[config.mk]
export PLATFORM = sky130hd
export DESIGN_NAME = fft_ctrl
export DESIGN_NICKNAME = d
export VERILOG_FILES = /design/src/rtl/complex_pkg.sv /design/src/rtl/fft_pkg.sv /design/src/rtl/fft_addr_gen.sv /design/src/rtl/fft_ctrl.sv
export SDC_FILE = /design/constraint.sdc
export NUM_CORES = 1
export LEC_CHECK = 0
export CAP_MARGIN = 20
export CORE_ASPECT_RATIO = 1.75
export CORE_MARGIN = 2
export CORE_UTILIZATION = 52
export DETAILED_ROUTE_END_ITERATION = 10
export MAX_ROUTING_LAYER = met4
export PLACE_DENSITY_LB_ADDON = 0.08
export SLEW_MARGIN = 10
export SYNTH_ARGS = -nofsm -noshare
export SYNTH_HDL_FRONTEND = slang
export SYNTH_HIERARCHICAL = 1
export SYNTH_SLANG_ARGS = --single-unit
[constraint.sdc]
create_clock -name clock -period 6.15 [get_ports clock]
set_input_delay 1.5375 -clock clock [delete_from_list [all_inputs] [get_ports clock]]
set_output_delay 1.5375 -clock clock [all_outputs]
set_load 0.02 [all_outputs]
[src/rtl/complex_pkg.sv]
// Field indices for complex samples packed as {re, im} in the FFT datapath.
package complex_pkg;

    localparam int RE = 1;
    localparam int IM = 0;

endpackage

[src/rtl/fft_pkg.sv]
// Shared FFT sequencer types: FSM state encoding and butterfly address mapping.
package fft_pkg;

    import complex_pkg::*;

    typedef enum logic [1:0] {
        IDLE  = 2'd0,
        RUN   = 2'd1,
        DRAIN = 2'd2,
        DONE  = 2'd3
    } fft_ctrl_state_t;

    typedef struct packed {
        logic [31:0] a;
        logic [31:0] b;
        logic [31:0] tw;
    } bf_addr_t;

    // Butterfly k of stage s pairs a and a+2^s; j is the position inside the group.
    function automatic bf_addr_t bf_addr(input int unsigned s, input int unsigned k,
                                         input int unsigned log2n);
        bf_addr_t    r;
        int unsigned half;
        int unsigned j;
        half = 32'd1 << s;
        j    = k & (half - 32'd1);
        r.a  = ((k >> s) << (s + 32'd1)) | j;
        r.b  = r.a + half;
        r.tw = j << (log2n - 32'd1 - s);
        return r;
    endfunction

endpackage

[src/rtl/fft_addr_gen.sv]
// Combinational (stage, k) -> butterfly read addresses and twiddle index.
module fft_addr_gen
    import fft_pkg::*;
#(
    parameter int N          = 16,
    parameter int LOG2N      = $clog2(N),
    parameter int ADDR_WIDTH = LOG2N,
    parameter int TW_WIDTH   = LOG2N - 1
) (
    input  logic [LOG2N-1:0]      stage,
    input  logic [LOG2N-2:0]      k,
    output logic [ADDR_WIDTH-1:0] a,
    output logic [ADDR_WIDTH-1:0] b,
    output logic [TW_WIDTH-1:0]   tw
);

    bf_addr_t r;

    always_comb begin
        r  = bf_addr(32'(stage), 32'(k), LOG2N);
        a  = ADDR_WIDTH'(r.a);
        b  = ADDR_WIDTH'(r.b);
        tw = TW_WIDTH'(r.tw);
    end

endmodule

[src/rtl/fft_ctrl.sv]
// In-place radix-2 DIT FFT sequencer: one butterfly per cycle, one bubble per stage,
// write addresses are the read addresses delayed by one register stage.
module fft_ctrl
    import fft_pkg::*;
#(
    parameter int N          = 16,
    parameter int LOG2N      = $clog2(N),
    parameter int ADDR_WIDTH = LOG2N,
    parameter int TW_WIDTH   = LOG2N - 1
) (
    input  logic                  clock,
    input  logic                  reset,
    input  logic                  start,
    output logic                  busy,
    output logic                  done,
    output logic                  rd_en,
    output logic [ADDR_WIDTH-1:0] rd_addr_a,
    output logic [ADDR_WIDTH-1:0] rd_addr_b,
    output logic [TW_WIDTH-1:0]   tw_idx,
    output logic                  wr_en,
    output logic [ADDR_WIDTH-1:0] wr_addr_a,
    output logic [ADDR_WIDTH-1:0] wr_addr_b,
    output logic [LOG2N-1:0]      stage,
    output fft_ctrl_state_t       fsm_state
);

    // N is a power of two, so the last butterfly index N/2-1 is all ones.
    localparam logic [LOG2N-2:0] K_LAST     = '1;
    localparam logic [LOG2N-1:0] STAGE_LAST = LOG2N'(LOG2N - 1);

    fft_ctrl_state_t        state;
    fft_ctrl_state_t        state_next;
    logic [LOG2N-2:0]       k;
    logic [ADDR_WIDTH-1:0]  gen_a;
    logic [ADDR_WIDTH-1:0]  gen_b;
    logic [TW_WIDTH-1:0]    gen_tw;

    fft_addr_gen #(
        .N          (N),
        .LOG2N      (LOG2N),
        .ADDR_WIDTH (ADDR_WIDTH),
        .TW_WIDTH   (TW_WIDTH)
    ) u_addr_gen (
        .stage (stage),
        .k     (k),
        .a     (gen_a),
        .b     (gen_b),
        .tw    (gen_tw)
    );

    always_ff @(posedge clock) begin
        if (reset) begin
            state <= IDLE;
        end else begin
            state <= state_next;
        end
    end

    always_comb begin
        state_next = state;
        rd_en      = 1'b0;
        busy       = 1'b0;
        done       = 1'b0;
        unique case (state)
            IDLE: begin
                if (start) state_next = RUN;
            end
            RUN: begin
                rd_en = 1'b1;
                busy  = 1'b1;
                if (k == K_LAST) state_next = DRAIN;
            end
            DRAIN: begin
                busy       = 1'b1;
                state_next = (stage == STAGE_LAST) ? DONE : RUN;
            end
            DONE: begin
                busy       = 1'b1;
                done       = 1'b1;
                state_next = IDLE;
            end
            default: state_next = IDLE;
        endcase
    end

    always_ff @(posedge clock) begin
        if (reset) begin
            k     <= '0;
            stage <= '0;
        end else begin
            unique case (state)
                IDLE: begin
                    if (start) begin
                        k     <= '0;
                        stage <= '0;
                    end
                end
                RUN: begin
                    k <= (k == K_LAST) ? '0 : k + 1'b1;
                end
                DRAIN: begin
                    if (stage != STAGE_LAST) stage <= stage + 1'b1;
                end
                DONE: begin
                    stage <= '0;
                end
                default: begin
                    k     <= '0;
                    stage <= '0;
                end
            endcase
        end
    end

    // Addresses are held at zero outside RUN so idle outputs stay quiet.
    assign rd_addr_a = rd_en ? gen_a  : '0;
    assign rd_addr_b = rd_en ? gen_b  : '0;
    assign tw_idx    = rd_en ? gen_tw : '0;
    assign fsm_state = state;

    // The butterfly result is ready one cycle after the read, so the write
    // side is simply the read side delayed by one register.
    always_ff @(posedge clock) begin
        if (reset) begin
            wr_en     <= 1'b0;
            wr_addr_a <= '0;
            wr_addr_b <= '0;
        end else begin
            wr_en     <= rd_en;
            wr_addr_a <= rd_addr_a;
            wr_addr_b <= rd_addr_b;
        end
    end

endmodule

==> results.tsv <==
metric	value	unit
cts_made_buffers	3	
placed_cells	193	
insertion_delay	0.27	ns
fill_cells	204	
synth-adder-area-share	0.1391	
fin_nets	189	
final_cells	197	
drt_first_pass_iters	4	
ys_warn_count	6	
fin_crit	5.311	ns
wl_per_cell	14.39	um
synth_top_area_cell	dfxtp_1	
final_antenna_net_count	0	
synthTopCellsByArea	dfxtp_1 29%, ha_1 12%, and2_1 9.7%, nand2b_1 3.1%, nor2_1 3.1%	
via_count	1135	
power.switching	0.06136	mW
ir_worst_vdd	0.1162	mV
dp.final_hpwl	2134	um
grt_start_max_net_pins	18	
regArea	360.3	um^2
drcViolationCount	0	
core_area	2273	um^2
cts_tree	yes	
power.density	155.9	nW/um^2
postCtsHoldBufs	0	
finClkSkew	0.007197	ns
crit_path_top_delay_cell	dfxtp_1	
start_util	0.5383	
grt_pass1_vias	1018	
overflow	0	
cp_top_family	compound AO/OA/AOI/OAI gates	
worstMarginPinSlew	0.9492	ns
syn_area	1224	um^2
synth_top_family_by_area	simple AND/OR/NAND/NOR gates	
crit_fanout	15	
maxSlewViolCount	0	
cp-start-kind	register	
syn2layout_area_growth	30.47	%
place_congestion	0.8182	
drt-initial-drc-count	30	
hp-class	reg2reg	
synth-seq-cells	18	
cts-root-buf	clkbuf_8	
status	finished clean	
cap_violations	0	
synth_edf_count	0	
grt_pass1_wl	4402	um
p_sw_frac	0.2465	
die-area	2773	um^2
arrival	3.77	ns
p_leak	0.6379	nW
synth_compound_area_frac	0.1503	
rsz0062_at_grt	false	
clock_sinks	18	
hold_viol	0	
cts_buffer_depth	2	
ys.flop_type	dfxtp_1	
die_h	68.18	um
max_stage_delay	0.65	ns
ctsResizeCount	0	
timing.critical_path.to_type	output port	
timing.slew.headroom	0.3659	
fp-row-count	23	
syn_inst	142	
io_pins	32	
p_clk_frac	0.409	
avgSynthCellArea	8.617	um^2
post_cts_buffers	0	
worst-path-buf-inv	2	
yosys.area_share.simple	0.3333	
final_cell_mix	31 x clkdlybuf4s50_1, 19 x and2_1, 18 x dfxtp_1, 12 x ha_1, 10 x nor2_1	
seq_area_frac_synth	0.2945	
antenna_found_initial	0	
cts-htree-levels	1	
wl	2834	um
final_common_cell	clkdlybuf4s50_1	
portBuffers	31	
die_w	40.67	um
synth-xor-area-share	0.03579	
vias_per_cell	5.761	
n_antenna_cell	0	
p_int	0.1876	mW
path_class	reg2out	
syn_nets	158	
multi_input_area	805.8	um^2
drive_gt1_frac	0.09884	
p_seq_frac	0.488	
power_frac_comb	0.103	
crit_chain	inv_2 -> ha_1 -> o41ai_2 -> ha_1 -> a21o_1 -> a21oi_1 -> xnor2_1 -> xnor2_1 -> and2_1 -> clkdlybuf4s50_1	
fin_crit_sh	0.8636	
synthMuxAreaShare	0	
ys_async_sr_fraction	0	
grtUsageTotal	0.2431	
cts.clk_slew.worst_paths	0.08	ns
synthDistinctLibCells	42	
synth_top_area_frac	0.2945	
critical_path_required	4.61	ns
setup_viol_count_final	0	
max_freq	0.1883	GHz
tns	0	ns
## layout make-up
type,count,share of cell area
Multi-Input combinational cell,110,0.5047
Sequential cell,18,0.2257
Timing Repair Buffer,31,0.1944
Clock buffer,4,0.03448
Inverter,9,0.02116
Tap cell,25,0.01959
## state kept, by name (all words and copies together) (netlist names)
name       count
wr_addr_b      4
fsm_state      2
wr_addr_a      4
wr_en          1
k              3
stage          4
## path summary, 6_finish.rpt
check	from	to	slack, ns	cells past startpoint
setup / recovery	stage[0]	rd_addr_b[3]	0.84	10
hold / removal	k[1]	k[1]	0.60	2
setup reg to reg	stage[0]	wr_addr_b[3]	3.18	9
hold reg to reg	k[1]	k[1]	0.60	2
## metrics by stage
| step | setup slack (ns) | utilization | hold WS (ns) | power, mW | instance area [um^2] |
|---|---|---|---|---|---|
| final | 0.8388 | 0.7023 | 0.6041 | 0.2490 | 1597 |
| after global routing | 0.6157 | 0.7023 | 0.6658 | 0.2573 | 1597 |
| after CTS | 0.8637 | 0.7023 | 0.6117 | 0.2492 | 1597 |
| after detailed placement | 1.187 | 0.6780 | 0.5919 | 0.1501 | 1541 |
| after global placement | 1.266 | 0.6780 | 0.5694 | 0.1493 | 1541 |
| after floorplan | 1.784 | - | 0.5143 | 0.1393 | 1224 |
## Yosys cell counts, types with 2 or more instances
| master | number |
|---|---|
| a31oi_1 | 2 |
| o21ai_0 | 4 |
| a21oi_1 | 4 |
| a22oi_1 | 4 |
| or3_1 | 2 |
| nor2b_1 | 4 |
| buf_2 | 4 |
| nand3b_1 | 2 |
| inv_2 | 4 |
| dfxtp_1 | 18 |
| inv_1 | 5 |
| nand2_1 | 6 |
| xor2_1 | 2 |
| ha_1 | 12 |
| and2_1 | 19 |
| a32oi_1 | 2 |
| nand4_1 | 3 |
| xnor2_1 | 3 |
| nand3_1 | 5 |
| nor2_1 | 10 |
| nand2b_1 | 6 |
## worst min-delay path, cell delays in order, from the launching register on
cell	delay, ns
dfxtp_1	0.40
a22oi_1	0.09
nor2_1	0.08
## kinds of logic after synthesis
logic type | count (synthesis)
buffers and inverters | 14
and+or+nand+nor | 68
AOI/OAI and AO/OA | 24
DFF | 18
adders and majority gates | 13
xor gates and xnor gates | 5
## power by group through the flow
stage | clock (mW) | combinational (mW) | sequential (mW)
after floorplan | 0 | 0.0140 | 0.125
after detailed placement | 0 | 0.0259 | 0.124
after global placement | 0 | 0.0252 | 0.124
final | 0.102 | 0.0257 | 0.121
after CTS | 0.102 | 0.0260 | 0.121
after global routing | 0.107 | 0.0282 | 0.122
## layer usage
| metal | track usage | routed length, um | part of all wire |
|---|---|---|---|
| met1 | 0.2265 | 1054 | 0.37 |
| met2 | 0.4325 | 1617 | 0.57 |
| met3 | 0.04870 | 100 | 0.035 |
| met4 | 0.1292 | 62 | 0.022 |
| met5 | - | 0 | 0 |
Note: power is estimated with default switching activity, not from simulation.
